## src/rtl/int_to_fp_seq.sv

```systemverilog
// Sequential 32-bit integer to bfloat16 converter, round-to-nearest-even.
// Optional INT_TO_FP_LZC_EN: single-cycle leading-zero count and shift in NORM.
module int_to_fp_seq #(
    parameter bit SIGNED_IN = 1'b1
) (
    input  logic        clk_i,
    input  logic        rst_i,
    input  logic        in_valid_i,
    output logic        in_ready_o,
    input  logic [31:0] int_i,
    output logic        out_valid_o,
    input  logic        out_ready_i,
    output logic [15:0] fp_o,
    output logic [2:0]  flag_o,
    output logic        busy_o
);

    typedef enum logic [1:0] {S_IDLE, S_NORM, S_ROUND, S_DONE} state_t;

    state_t      r_state;
    logic        r_sign;
    logic [31:0] r_mag;
    logic [4:0]  r_sc;
    logic [15:0] r_fp;
    logic [2:0]  r_flag;
    logic        r_out_valid;
    logic        r_in_ready;
    logic        r_busy;

    logic        w_neg;
    logic [31:0] w_mag_in;
    logic [7:0]  w_exp_base;
    logic        w_g;
    logic        w_s;
    logic        w_up;
    logic [14:0] w_em;

    assign w_neg      = SIGNED_IN & int_i[31];
    assign w_mag_in   = w_neg ? (32'd0 - int_i) : int_i;

    // Rounding works on {exp, mant} so a mantissa carry ripples into the exponent.
    assign w_exp_base = 8'd158 - {3'b000, r_sc};
    assign w_g        = r_mag[23];
    assign w_s        = |r_mag[22:0];
    assign w_up       = w_g & (w_s | r_mag[24]);
    assign w_em       = {w_exp_base, r_mag[30:24]} + {14'd0, w_up};

`ifdef INT_TO_FP_LZC_EN
    function automatic logic [4:0] lzc32(input logic [31:0] v);
        logic [4:0] n;
        n = 5'd0;
        for (int i = 0; i < 32; i++) begin
            if (v[i]) begin
                n = 5'(31 - i);
            end else begin
                n = n;
            end
        end
        return n;
    endfunction

    logic [4:0] w_lzc;
    assign w_lzc = lzc32(r_mag);
`endif

    // Control FSM with all handshake and result outputs registered.
    always_ff @(posedge clk_i) begin
        if (rst_i) begin
            r_state     <= S_IDLE;
            r_sign      <= 1'b0;
            r_mag       <= 32'd0;
            r_sc        <= 5'd0;
            r_fp        <= 16'd0;
            r_flag      <= 3'b000;
            r_out_valid <= 1'b0;
            r_in_ready  <= 1'b1;
            r_busy      <= 1'b0;
        end else begin
            case (r_state)
                S_IDLE: begin
                    if (in_valid_i) begin
                        r_sign     <= w_neg;
                        r_mag      <= w_mag_in;
                        r_sc       <= 5'd0;
                        r_in_ready <= 1'b0;
                        r_busy     <= 1'b1;
                        if (int_i == 32'd0) begin
                            r_fp        <= 16'h0000;
                            r_flag      <= 3'b000;
                            r_out_valid <= 1'b1;
                            r_state     <= S_DONE;
                        end else begin
                            r_state     <= S_NORM;
                        end
                    end
                end
                S_NORM: begin
`ifdef INT_TO_FP_LZC_EN
                    r_mag   <= r_mag << w_lzc;
                    r_sc    <= w_lzc;
                    r_state <= S_ROUND;
`else
                    if (r_mag[31]) begin
                        r_state <= S_ROUND;
                    end else if (r_mag[31:24] == 8'd0) begin
                        r_mag <= {r_mag[23:0], 8'd0};
                        r_sc  <= r_sc + 5'd8;
                    end else begin
                        r_mag <= {r_mag[30:0], 1'b0};
                        r_sc  <= r_sc + 5'd1;
                    end
`endif
                end
                S_ROUND: begin
                    r_fp        <= {r_sign, w_em};
                    r_flag      <= (w_g | w_s) ? 3'b100 : 3'b000;
                    r_out_valid <= 1'b1;
                    r_state     <= S_DONE;
                end
                S_DONE: begin
                    if (out_ready_i) begin
                        r_out_valid <= 1'b0;
                        r_in_ready  <= 1'b1;
                        r_busy      <= 1'b0;
                        r_state     <= S_IDLE;
                    end
                end
                default: begin
                    r_out_valid <= 1'b0;
                    r_in_ready  <= 1'b1;
                    r_busy      <= 1'b0;
                    r_state     <= S_IDLE;
                end
            endcase
        end
    end

    assign in_ready_o  = r_in_ready;
    assign out_valid_o = r_out_valid;
    assign fp_o        = r_fp;
    assign flag_o      = r_flag;
    assign busy_o      = r_busy;

endmodule

```

## config.mk

```make
export PLATFORM = sky130hd
export DESIGN_NAME = int_to_fp_seq
export DESIGN_NICKNAME = d
export VERILOG_FILES = /design/src/rtl/int_to_fp_seq.sv
export SDC_FILE = /design/constraint.sdc
export NUM_CORES = 1
export LEC_CHECK = 0
export CAP_MARGIN = 20
export CORE_ASPECT_RATIO = 2
export CORE_UTILIZATION = 49
export DETAILED_ROUTE_END_ITERATION = 7
export PLACE_DENSITY = 0.8
export SETUP_SLACK_MARGIN = 0.5
export SLEW_MARGIN = 5
export SYNTH_ARGS = -nofsm -noshare
export SYNTH_HDL_FRONTEND = slang
export SYNTH_SLANG_ARGS = --single-unit
```

## constraint.sdc

```tcl
create_clock -name clk_i -period 7.5 [get_ports clk_i]
set_clock_uncertainty 0.1 [all_clocks]
set_input_delay 1.125 -clock clk_i [delete_from_list [all_inputs] [get_ports clk_i]]
set_output_delay 1.125 -clock clk_i [all_outputs]
set_load 0.03 [all_outputs]
```

==> flow_summary.ini <==
[floorplan]
num_rows = 46
ioPinCount = 58
die-area_um2 = 8590
core_area_um2 = 7940
die_w_um = 66.0
start_util_pct = 50.6
die_h_um = 130

[synthesis]
synth_simple_gate_area_share_pct = 25.7
synth_top_family_by_area = simple AND/OR/NAND/NOR gates
synth_area_per_cell_um2 = 7.61
synth_seq_cells = 60
synth_area_um2 = 4020
synth_top_area_share_pct = 29.9
synth_enable_flop_cells = 0
ys.flop_type = dfxtp_1
synth.yosys.warnings = 0
synth-async-reset-ratio_pct = 0
synthXorXnorAreaFrac_pct = 9.59
synth-compound-area-share_pct = 21.8
synth_mux_area_share_pct = 3.52
yosysSeqAreaShare_pct = 29.9
syn_inst = 528
ys_top_cells_by_area = dfxtp_1, xnor2_1, a21oi_1
synth_fa_ha_area_share_pct = 3.11
ys_types = 53
yosysTopAreaCell = dfxtp_1

[timing]
hold_viol_final = 0
rsz0062_at_grt = no
setup_tns_ns = 0
period_share_pct = 52.1
max_slew_margin_pct = 29.7
drv_slew = 0
worst_slack_ns = 3.59
finalCriticalPeriod_ns = 3.91
fmax_mhz = 256
finalSetupViolCount = 0
worstMarginPinSlew_ns = 1.05
whs_ns = 0.349

[global_routing]
gr-total-overflow = 0
grt_max_degree = 61
use_met1_pct = 25.8
use_met2_pct = 48.6
busiest_layer = met2
grt_use_total_pct = 27.2
grtUsageMet3_pct = 5.86
grt_pass1_vias = 3862
grt_pass1_wl_um = 17600
antenna_found_initial = 0

[clock_tree]
htree_levels = 3
cts_setup_buffers = 0
insertion_delay_ns = 0.33
hold_buffers = 0
cts_tree = built
cts_buffers = 9
cts_root_buf = clkbuf_16
cts.reportedPaths.clkPinSlew_ns = 0.05
cts_resized = 0
clock_path_buffers = 2
cts.sinks = 60

[route]
drt_wl_total_um = 10900
via_per_inst = 6.30
drc_errors = 0
post_drt_wl_per_cell_um = 16.8
drtAntennaViolNets = 0
vias = 4096
detail_route.first_pass.iterations = 4
drt_iter0_markers = 258

[power]
power_mw = 1.74
power_per_cell_area_nw_per_um2 = 365
p_leak_nw = 1.68
peakVddDrop_v = 0.000228

[setup_path]
worstPathArrival_ns = 4.07
r2r_cells = 8
rrSetupSlack_ns = 4.20
crit_fanout = 17
path_common_cell = or4_4
end_kind = register
critPathKind = input port to register
crit_required_ns = 7.66
crit_path_max_incr_delay_ns = 0.70
crit-reg2reg-launch = r_state[1]$_SDFFE_PP0P_
cpMaxStageDelayCell = or4_4
worstPathCellList = clkdlybuf4s50_1 -> or4_4 -> or4_4 -> nor3_4 -> a31o_1 -> o211ai_1 -> a21oi_1
r2r_end = r_mag[19]$_SDFFE_PP0P_
start_kind = input port

[cells_and_area]
final_core_util_pct = 59.9
fin_area_um2 = 4760
finalNetCount = 599
fill_cells = 750
syn2layout_area_growth_pct = 18.5
finalNonFillerCells = 650
antenna_cells = 0
drive_above_1_share_pct = 5.42

[placement]
place_congestion = 0.930
dpl.hpwl_um = 7850
placed_area_um2 = 4490
placed_cells = 637
dpl_worst_slack_ns = 3.27
port_buffers = 55

[min_path]
whs_path_depth = 2
hold_class = register to register
min_to = fp_o[10]$_SDFFE_PP0P_
min_from = fp_o[10]$_SDFFE_PP0P_

[job]
drv_cap = 0

[status]
status = complete, no violations
## per-layer routing
metal | vias up | routed length [um]
met2 | 186 | 5730
met4 | 0 | 826
met5 | - | 0
met1 | 1903 | 3810
met3 | 58 | 542
li1 | 1949 | -
## cells in the mapped netlist, types with 5 or more instances
cell,n
o41ai_1,9
a21oi_1,48
o31ai_1,11
nand2_1,36
nor2_1,52
nand3_1,46
mux2i_1,13
clkbuf_1,37
xor2_1,13
a221oi_1,5
xnor2_1,31
dfxtp_1,60
inv_1,9
o221ai_1,6
o21ai_0,32
nor3_1,26
ha_1,10
nor4_1,8
or2_2,5
or3_1,5
a211oi_1,5
## sequential cells by signal (all words and copies together), names as in the netlist
signal and count:
out_valid_o 1, fp_o 16, r_mag 32, r_sc 5, r_sign 1, flag_o 1
r_state 2, busy_o 1, in_ready_o 1
## cells by family after synthesis
kind of cell,after synthesis
other cells,1
simple gates,208
buf+inv,55
mux,14
compound gates,136
fa+ha+maj,10
xor+xnor,44
flops,60
## cell type report
class / instances / area [um2] / share of cell area, %
timing repair buffer: 59 / 588 / 12.4
clock buffer: 12 / 246 / 5.18
sequential: 60 / 1200 / 25.2
tap: 96 / 120 / 2.52
multi-input combinational: 414 / 2570 / 54.0
inverter: 9 / 33.8 / 0.710
## how the worst max path moves through the flow
stage	cells after the start	endpoint	slack, ns	startpoint
after global placement	7	flag_o[2]$_SDFFE_PP0P_	3.33	int_i[6]
after floorplan	9	fp_o[12]$_SDFFE_PP0P_	4.06	int_i[8]
after global routing	7	fp_o[7]$_SDFFE_PP0P_	3.44	int_i[6]
final	7	flag_o[2]$_SDFFE_PP0P_	3.59	int_i[6]
after detailed placement	7	flag_o[2]$_SDFFE_PP0P_	3.27	int_i[6]
after CTS	7	flag_o[2]$_SDFFE_PP0P_	3.61	int_i[6]
## layout by cell type, fill, tap and decap left out, types with 10 or more instances in the layout
cell type and n:
xnor2_1 31, nor2_1 52, nand3_1 46, xor2_1 13, o31ai_1 11, a21oi_1 48
dfxtp_1 60, nor3_1 26, ha_1 10, o21ai_0 32, clkdlybuf4s50_1 54, mux2i_1 13
nand2_1 36
## worst max-delay path, delay by kind of cell
kind | cells | cell delay (ns)
simple gates | 3 | 1.57
compound gates | 3 | 0.89
buf+inv | 1 | 0.48
## where the power goes
group / switching (mW) / internal (mW) / total [mW]
Sequential: 0.142 / 0.422 / 0.564
Clock: 0.132 / 0.224 / 0.356
Combinational: 0.515 / 0.302 / 0.817
Total: 0.790 / 0.948 / 1.74
No activity file was read; power rests on OpenSTA's default activity.
